**src/rtl/key_debounce.sv**
```systemverilog
// Debouncer for active-low pushbuttons and active-high slide switches: two-flop
// synchronizers, per-bit saturating run counters, registered edge pulses.
module key_debounce #(
  parameter int unsigned CNT_MAX = 500000,
  parameter int unsigned NKEY    = 2,
  parameter int unsigned NSW     = 10
) (
  input  logic            clk,
  input  logic            rst,
  input  logic [NKEY-1:0] key_n,
  input  logic [NSW-1:0]  sw,
  output logic [NKEY-1:0] key_level,
  output logic [NKEY-1:0] key_press,
  output logic [NKEY-1:0] key_release,
  output logic [NSW-1:0]  sw_level,
  output logic            sw_change
);

  localparam int unsigned NB = NKEY + NSW;
  localparam int unsigned CW = $clog2(CNT_MAX);
  localparam logic [CW-1:0] CNT_LAST = CW'(CNT_MAX - 1);

  logic [NKEY-1:0] key_meta_q, key_sync_q;
  logic [NSW-1:0]  sw_meta_q,  sw_sync_q;

  logic [NB-1:0]   samp;
  logic [NB-1:0]   stable_q, stable_d;
  logic [NB-1:0]   accept;
  logic [CW-1:0]   cnt_q [NB];
  logic [CW-1:0]   cnt_d [NB];

  logic [NKEY-1:0] press_q, press_d;
  logic [NKEY-1:0] release_q, release_d;
  logic            change_q, change_d;

  // Keys reset to the released level so the first synchronized sample matches stable.
  always_ff @(posedge clk) begin
    if (rst) begin
      key_meta_q <= '1;
      key_sync_q <= '1;
      sw_meta_q  <= '0;
      sw_sync_q  <= '0;
    end else begin
      key_meta_q <= key_n;
      key_sync_q <= key_meta_q;
      sw_meta_q  <= sw;
      sw_sync_q  <= sw_meta_q;
    end
  end

  // Keys occupy the low bits, switches the high bits; keys become active-high here.
  assign samp = {sw_sync_q, ~key_sync_q};

  always_comb begin
    stable_d = stable_q;
    accept   = '0;
    for (int unsigned i = 0; i < NB; i++) begin
      cnt_d[i] = cnt_q[i];
      if (samp[i] == stable_q[i]) begin
        cnt_d[i] = '0;
      end else if (cnt_q[i] == CNT_LAST) begin
        stable_d[i] = samp[i];
        cnt_d[i]    = '0;
        accept[i]   = 1'b1;
      end else begin
        cnt_d[i] = cnt_q[i] + CW'(1);
      end
    end
  end

  always_comb begin
    press_d   = accept[NKEY-1:0] &  stable_d[NKEY-1:0];
    release_d = accept[NKEY-1:0] & ~stable_d[NKEY-1:0];
    change_d  = |accept[NB-1:NKEY];
  end

  always_ff @(posedge clk) begin
    if (rst) begin
      stable_q  <= '0;
      press_q   <= '0;
      release_q <= '0;
      change_q  <= 1'b0;
      for (int unsigned i = 0; i < NB; i++) begin
        cnt_q[i] <= '0;
      end
    end else begin
      stable_q  <= stable_d;
      press_q   <= press_d;
      release_q <= release_d;
      change_q  <= change_d;
      for (int unsigned i = 0; i < NB; i++) begin
        cnt_q[i] <= cnt_d[i];
      end
    end
  end

  assign key_level   = stable_q[NKEY-1:0];
  assign sw_level    = stable_q[NB-1:NKEY];
  assign key_press   = press_q;
  assign key_release = release_q;
  assign sw_change   = change_q;

endmodule

```
**config.mk**
```make
export PLATFORM = sky130hd
export DESIGN_NAME = key_debounce
export DESIGN_NICKNAME = d
export VERILOG_FILES = /design/src/rtl/key_debounce.sv
export SDC_FILE = /design/constraint.sdc
export NUM_CORES = 1
export LEC_CHECK = 0
export BUFFER_PORTS_ARGS = -buffer_cell sky130_fd_sc_hd__buf_4
export CAP_MARGIN = 20
export CORE_MARGIN = 2
export CORE_UTILIZATION = 40
export CTS_CLUSTER_DIAMETER = 100
export DETAILED_ROUTE_END_ITERATION = 10
export GPL_TIMING_DRIVEN = 0
export PLACE_DENSITY_LB_ADDON = 0.2
export SLEW_MARGIN = 30
export SYNTH_ARGS = -nofsm -noshare
export SYNTH_HDL_FRONTEND = slang
export SYNTH_SLANG_ARGS = --single-unit
```
**constraint.sdc**
```tcl
create_clock -name clk -period 2 [get_ports clk]
set_input_delay 0.2 -clock clk [delete_from_list [all_inputs] [get_ports clk]]
set_output_delay 0.2 -clock clk [all_outputs]
set_load 0.01 [all_outputs]
```
### Word level (Yosys, flattened, before mapping)

Memory sizes are Yosys's and may differ from the RTL's.
Index checks and enable logic that the tools add are counted.

* add/sub/neg operators: 12
* multipliers: 0
* divide/modulo/power cells: 0
* order comparisons: 0
* equality and inequality tests: 24
* shift-type cells: 0
* multiplexer cells: 67
* bitwise operators: 26
* reductions and logical operators: 11

Operators with widths (count)
* 2-to-1 mux 19 bit: 36
* adder 19 x 1 -> 19 bit, second input constant: 12
* == test 19 bit, second input constant: 12
* 2-to-1 mux 1 bit: 31
* AND reduction 2 bit: 10
* == test 1 bit: 12
* OR 1 bit: 12
* NOT 1 bit: 10
* OR reduction 10 bit: 1
* AND 2 bit: 2
* NOT 2 bit: 2

* register bits after elaboration: 41
* bits in latches: 0
* bits in writable memories: 228
* ROM bits: 0
* output and inout port bits: 17
* memories: 1

Memories
* cnt_q: words 12, bits a word 19, rd ports 12, clocked after memory_dff 0, wr ports 12, line 29 `logic [CW-1:0] cnt_q [NB];`

### Logic depth before layout (Yosys ltp)

Gate-level depths: netlist of run 1.

* word-level depth: 5
* gate-level depth with buffers: 9
* depth with buffers taken out: 6

### Worst setup path after synthesis of run 1

No wires, ideal clock.

* path kind: reg2reg
* from: mem cnt_q[0][57] in the netlist's numbering
* to: mem cnt_q[0][67] in the netlist's numbering
* setup time: 0.064 ns
* arrival: 1.747 ns
* slack: 0.189 ns
* cell stages (with the launch flop): 9
* path buffers: 3
* path through: dfxtp_1 > ha_1 > and3_1 > clkbuf_1 > and4_4 > or3b_1 > buf_2 > buf_6 > nor2_1

RTL lines (line)
* from (decl): 29

==> impl_results.md, run 1 <==
* Outcome: finished clean
* Logic gate share of total power at 1.5%
* CTS tree: built
* Top_reg_cell synth: sky130_fd_sc_hd__dfxtp_1
* Kind of start point of the critical path: register
* Number of H-tree levels at 1
* CTS root buf: sky130_fd_sc_hd__clkbuf_16
* First drt pass iteration count at 4
* Period minus WS final at 1.92 ns
* Mean cell area of the mapped netlist at 8.93 sq um
* Worst reg2reg path startpoint: cnt_q[2][11]$_SDFF_PP0_
* Largest net degree at the start of global routing at 15
* Power density over cell area at 820 nW/um^2
* Overflow left after global routing at 0
* Minimum setup slack after placement at -0.114 ns
* CTS buffer count at 31
* Fraction of synthesis flops using an asynchronous set or reset pin at 0%
* Clk sink count at 269
* Ports placed on the boundary at 31
* Yosys warnings at 0
* Largest stage delay on the critical path at 0.54 ns
* Critical path required time at 2.43 ns
* Post-synth net total at 1,298
* DR WL/cell at 12.0 microns
* Clk Latency, worst-skew pair at 0.55 ns
* Tightest hold margin at 0.0623 ns
* Most Frequent Cell on Critical Path: sky130_fd_sc_hd__buf_6
* Fraction of the cycle the final worst path needs at 96.2%
* RSZ-0062 raised after global routing: false
* Placeable Area at 27,900 sq um
* Number of fillers in the final layout at 2,680
* Total via count in the routed design at 8,308
* Overall Global Routing Usage at 14.5%
* Site row count at 61
* Arrival @ worst endpoint at 2.35 ns
* Buffers from clock root to sink, at most at 3
* Post-synthesis cell area at 11,400 sq um
* Total power of the final layout at 11,000 uW
* Wire length of the first global-routing pass at 37.5 mm
* Area delta synth->final at 17.5%
* Worst clock skew at 0.0144 ns
* Final WL at 21.1 mm
* Flops & latches, synth at 269
* FF/Latch Area at 5390 sq um
* Number of global-route vias before repair at 8,065
* IO Port Bufs at 30
* Initial antenna violation count at 0
* Measured slew at the worst slew-check pin at 0.759 ns
* Number of nets in the layout at 1,378
* Iter 0 DRT Violations at 350
* Commonest non-fill, non-tap cell in the layout: sky130_fd_sc_hd__nor2_1
* Final weighted congestion in routability-driven placement at 0.775
* Number of antenna cells inserted at 0
* Crit path cell chain: or4_4 -> nor4_4 -> or3_4 -> buf_6 -> buf_6 -> nor2_1
* Number of distinct standard cells referenced by the synthesized netlist at 43
* Switching power total at 2300 uW
* Routed Antenna Nets at 0
* Int Power at 8650 uW
* Worst hold start: rst
* Static power due to leakage at 0.00421 uW
* Portion of the post-synthesis area used by sequential elements at 47.4%
* Sequential Power Share at 49.4%
* Worst slew slack as a fraction of its limit at 49.4%
* Gate Count Post-Synth at 1,272
* Hold Path Class: input pin to register
* Max-capacitance violation count at 0
* Type of the setup path with the least slack: register to register
* HPWL Detailed at 14.6 mm
* Most frequent cells in the layout: 296 x sky130_fd_sc_hd__nor2_1, 265 x sky130_fd_sc_hd__dfxtp_1, 119 x sky130_fd_sc_hd__xnor2_1
* # setup viols final at 0
* Highest clock frequency the design can meet at 520 MHz
* Vias per cell at 4.74
* Critical path capture point type: register
* Proportion of power drawn by the clock network at 49.2%
* Starting density of the core at 40.8%
* Area of the multi-input gates at 5750 sq um
* Die area at 29,800 sq um
* Max-slew violations at 0
* Worst IR drop on VDD at 461 uV
* Worst-path cell with the longest stage delay: sky130_fd_sc_hd__or4_4
* Number of synthesized flops with an enable pin at 0
* Clock edge transition at the registers on the reported setup and hold paths at 0.06 ns
* Overall die width at 173 microns
* Beginning of the critical path: cnt_q[2][11]$_SDFF_PP0_
* Share of cells above drive strength 1 at 11.4%
* Smallest setup slack after layout at 0.0757 ns
* Switch share at 21.0%
* DRC at 0
* Final count of hold timing violations at 0
* Highest net fanout along the worst path at 10
* Vert. Die Dim at 173 microns
## power groups by stage
| stage | combinational, uW | clock [uW] | sequential [uW] |
|---|---|---|---|
| 6_report | 163 | 5380 | 5410 |
| 5_1_grt | 184 | 5780 | 5410 |
| 4_1_cts | 168 | 5580 | 5400 |
| 3_5_place_dp | 148 | 0 | 5520 |
| 3_3_place_gp | 147 | 0 | 5520 |
| 2_1_floorplan | 88.5 | 0 | 5520 |
## routing by layer
metal / vias up / track usage [%] / wire length, microns
li1: 4419 / - / -
met1: 3786 / 19.4 / 10500
met2: 66 / 24.2 / 9520
met3: 37 / 2.26 / 643
met4: 0 / 4.45 / 484
met5: - / 0 / 0
## what timing repair did
| action | CTS | global route |
|---|---|---|
| pin swaps | 2 | 3 |
| setup endpoints to repair | 40 | 109 |
| setup buffers | 1 | 7 |
| gates resized for setup | 3 | 35 |
| hold buffers | 12 | 0 |
| hold endpoints to repair | 12 | 0 |
## registers in the layout (all words and copies together) (netlist names)
signal / flops
cnt_q: 228
stable_q: 12
sw_meta_q: 10
sw_sync_q: 10
key_meta_q: 2
key_press: 2
key_release: 2
key_sync_q: 2
sw_change: 1
## logic make-up after synthesis
logic type                 share of synthesized area (%)
xor gates and xnor gates                            16.5
and+or+nand+nor                                     30.1
AOI/OAI and AO/OA                                  0.881
DFF                                                 47.4
muxes                                              0.705
buffers and inverters                               3.11
adders and majority gates                           1.32
## cell usage after synthesis, types with 11 or more instances
cell type,count,area [sq um]
sky130_fd_sc_hd__inv_1,38,143
sky130_fd_sc_hd__xor2_1,95,832
sky130_fd_sc_hd__nand2_1,80,300
sky130_fd_sc_hd__nand4_1,54,338
sky130_fd_sc_hd__and3_1,13,81.3
sky130_fd_sc_hd__nor4b_1,18,158
sky130_fd_sc_hd__buf_2,12,60.1
sky130_fd_sc_hd__nor3_1,29,145
sky130_fd_sc_hd__nor2_1,296,1110
sky130_fd_sc_hd__or3_1,12,75.1
sky130_fd_sc_hd__or2_2,11,68.8
sky130_fd_sc_hd__nor2b_1,23,144
sky130_fd_sc_hd__nand3_1,72,360
sky130_fd_sc_hd__and4_1,23,201
sky130_fd_sc_hd__xnor2_1,119,1040
sky130_fd_sc_hd__ha_1,12,150
sky130_fd_sc_hd__dfxtp_1,269,5390
sky130_fd_sc_hd__nor4_1,15,93.8
## critical path: cells and delay by family, from the launching register on
| kind | cells | cell delay, ns |
|---|---|---|
| flip-flops | 1 | 0.34 |
| AND/OR/NAND/NOR | 4 | 1.19 |
| buffers and inverters | 2 | 0.27 |
## per-stage QoR
stage	util [%]	std cells	area [sq um]	TNS, ns
4_1_cts	47.3	1748	13200	0
5_1_grt	47.9	1754	13400	0
3_3_place_gp	43.3	1680	12100	-1.69
2_1_floorplan	-	1272	11400	0
6_report	47.9	1754	13400	0
3_5_place_dp	43.3	1680	12100	-2.54
## final timing paths
check	slack (ns)	depth (start not counted)	end
worst max-delay path	0.08	6	cnt_q[2][17]$_SDFF_PP0_
worst min-delay path	0.06	3	cnt_q[1][23]$_SDFF_PP0_
worst max register to register	0.08	6	cnt_q[2][17]$_SDFF_PP0_
worst min register to register	0.41	1	key_sync_q[0]$_SDFF_PP1_
## final cells by class
type / instances / share of cell area, %
clock buffers: 40 / 6.21
flip-flops and latches: 269 / 40.4
plain buffers: 30 / 1.57
well taps: 378 / 3.54
inverters: 38 / 1.07
multi-input cells: 932 / 43.1
clock inverters: 17 / 1.16
repair buffers: 50 / 3.04
(Power assumes the default switching activity.)
==> inputs of run 2 (changes only) <==
--- a/config.mk
+++ b/config.mk
@@ -8,12 +8,11 @@
 export BUFFER_PORTS_ARGS = -buffer_cell sky130_fd_sc_hd__buf_4
 export CAP_MARGIN = 20
 export CORE_MARGIN = 2
-export CORE_UTILIZATION = 40
+export CORE_UTILIZATION = 58
 export CTS_CLUSTER_DIAMETER = 100
 export DETAILED_ROUTE_END_ITERATION = 10
 export GPL_TIMING_DRIVEN = 0
 export PLACE_DENSITY_LB_ADDON = 0.2
-export SLEW_MARGIN = 30
 export SYNTH_ARGS = -nofsm -noshare
 export SYNTH_HDL_FRONTEND = slang
 export SYNTH_SLANG_ARGS = --single-unit
==> run 2 against run 1 <==
Effect of this change:
- design area decreased by 0.77%
- total power grew 4.9%
- clock power grew 10%
- register-to-register slack improved by 0.02 ns
- first-iteration DRC count grew 6.6%
- die area down 30%
- clock-buffer cell count fell by 4
- critical path depth rose by 1
- hold slack improved by 0.025 ns
==> impl_results.md, run 2 (synthesis gave the netlist of run 1 again) <==
* Outcome: finished clean
* First drt pass iteration count at 4
* Routed Antenna Nets at 0
* Number of nets in the layout at 1,374
* Post-Place Cells at 1,567
* Commonest non-fill, non-tap cell in the layout: sky130_fd_sc_hd__nor2_1
* Critical path capture point type: register
* Vert. Die Dim at 144 microns
* Max-capacitance violation count at 0
* Crit path cell chain: inv_1 -> or4b_1 -> nor4_2 -> or2_2 -> buf_6 -> buf_6 -> nor2_1
* Placeable Area at 19,300 sq um
* Number of H-tree levels at 1
* Ports placed on the boundary at 31
* Cell area after placement at 11,900 sq um
* Most Frequent Cell on Critical Path: sky130_fd_sc_hd__buf_6
* DR WL/cell at 13.0 microns
* CTS tree: built
* Hold Path Class: input pin to register
* Die area at 20,700 sq um
* IO Port Bufs at 30
* Initial antenna violation count at 0
* Max-slew violations at 0
* Overflow left after global routing at 0
* DRC at 0
* Critical path required time at 2.42 ns
* Largest net degree at the start of global routing at 15
* Area delta synth->final at 16.6%
* Core Util, Final at 68.5%
* Arrival @ worst endpoint at 2.33 ns
* CTS root buf: sky130_fd_sc_hd__clkbuf_16
* Measured slew at the worst slew-check pin at 0.720 ns
* Final WL at 21.2 mm
* Power density over cell area at 867 nW/um^2
* Wire length of the first global-routing pass at 36.3 mm
* HPWL Detailed at 14.0 mm
* Clk Latency, worst-skew pair at 0.54 ns
* Buffers from clock root to sink, at most at 3
* Site row count at 51
* Largest stage delay on the critical path at 0.57 ns
* # setup viols final at 0
* Most frequent cells in the layout: 295 x sky130_fd_sc_hd__nor2_1, 268 x sky130_fd_sc_hd__dfxtp_1, 119 x sky130_fd_sc_hd__xnor2_1
* Worst IR drop on VDD at 674 uV
* Kind of start point of the critical path: register
* Worst-case register-to-register setup slack at 0.09 ns
* Worst slew slack as a fraction of its limit at 51.6%
* Starting density of the core at 58.8%
* Worst hold path endpoint: cnt_q[1][23]$_SDFF_PP0_
* Share of cells above drive strength 1 at 10.8%
* Final weighted congestion in routability-driven placement at 0.775
* Fraction of the cycle the final worst path needs at 95.4%
* Final count of hold timing violations at 0
* Highest clock frequency the design can meet at 524 MHz
* RSZ-0062 raised after global routing: true
* Total via count in the routed design at 8,441
* Overall Global Routing Usage at 20.9%
* Iter 0 DRT Violations at 373
* Type of the setup path with the least slack: register to register
* Reg-to-reg endpoint: cnt_q[1][36]$_SDFF_PP0_
* CTS buffer count at 28
* Number of flip-flops in the largest register at 228
* Clk sink count at 269
* Fin cells at 1,634
* Worst reg2reg path startpoint: cnt_q[1][34]$_SDFF_PP0_
* Worst hold start: rst
* R2R cell count at 7
* WHS Path Cells at 3
* Period minus WS final at 1.91 ns
* Registers with the highest flip-flop counts: cnt_q x228, stable_q x12
* Worst-path cell with the longest stage delay: sky130_fd_sc_hd__or4b_1
* Static power due to leakage at 0.00422 uW
* Overall die width at 144 microns
* Cell area after layout at 13,300 sq um
* Most flop-heavy register: cnt_q
* Number of global-route vias before repair at 8,069
* Vias per cell at 5.17
* Tightest hold margin at 0.0871 ns
* Number of antenna cells inserted at 0
* Highest net fanout along the worst path at 10
* Worst clock skew at 0.0151 ns
* Clock edge transition at the registers on the reported setup and hold paths at 0.06 ns
-- run 2: cell count changes in the layout (fill, tap and decap cells not counted), sizes merged --
cell      before  now
clkbuf        52   46
clkinv        10    5
bufinv         2    8
clkinvlp       4    2
buf           56   57
inv           39   38
-- run 2: cell type report --
cell class,count,area [sq um]
multi-input cells,932,5710
clock buffers,36,781
clock inverters,15,295
flip-flops and latches,269,5390
repair buffers,49,398
inverters,38,143
fillers,1492,6080
plain buffers,30,205
well taps,265,332
-- run 2: power by group --
group / leakage [uW] / internal, uW / switching, uW
combinational: 0.00153 / 74.9 / 87.7
clock: 0.000521 / 3790 / 2130
sequential: 0.00217 / 5390 / 16.6
-- run 2: critical path: cells and delay by family (launching register included) --
kind	cells	cell delay, ns
AND/OR/NAND/NOR	4	1.10
buffers and inverters	3	0.34
flip-flops	1	0.36
-- run 2: timing repair --
item | in CTS | in global routing
gates resized for setup | 2 | 25
gates cloned | 0 | 0
hold buffers | 12 | 0
setup endpoints to repair | 27 | 115
endpoints found under the hold margin | 12 | 0
buffers inserted | 1 | 6
pin swaps | 1 | 3
-- run 2: through the flow --
| stage | TNS, ns | worst slack (ns) | power (uW) |
|---|---|---|---|
| CTS | 0 | 0.0116 | 11600 |
| finish | 0 | 0.0919 | 11500 |
| floorplan | 0 | 0.189 | 5610 |
| global placement | -0.479 | -0.0523 | 5670 |
| global route | -0.105 | -0.0166 | 11800 |
| detailed placement | -0.710 | -0.0781 | 5670 |
-- run 2: how the worst max path moves through the flow --
stage,startpoint,endpoint,slack (ns),cells after the start
finish,cnt_q[1][34]$_SDFF_PP0_,cnt_q[1][36]$_SDFF_PP0_,0.09,7
global route,cnt_q[1][32]$_SDFF_PP0_,cnt_q[1][35]$_SDFF_PP0_,-0.02,7
CTS,cnt_q[0][0]$_SDFF_PP0_,cnt_q[0][13]$_SDFF_PP0_,0.01,6
detailed placement,cnt_q[0][19]$_SDFF_PP0_,cnt_q[0][35]$_SDFF_PP0_,-0.08,9
global placement,cnt_q[0][19]$_SDFF_PP0_,cnt_q[0][29]$_SDFF_PP0_,-0.05,9
floorplan,cnt_q[0][57]$_SDFF_PP0_,cnt_q[0][67]$_SDFF_PP0_,0.19,8
-- run 2: layer usage --
layer	global-route usage (%)	wire, microns	vias to the layer above
met5	0	0	-
met4	6.09	573	0
met3	2.91	585	42
met2	35.4	9820	90
met1	27.9	10200	3911
li1	-	-	4398
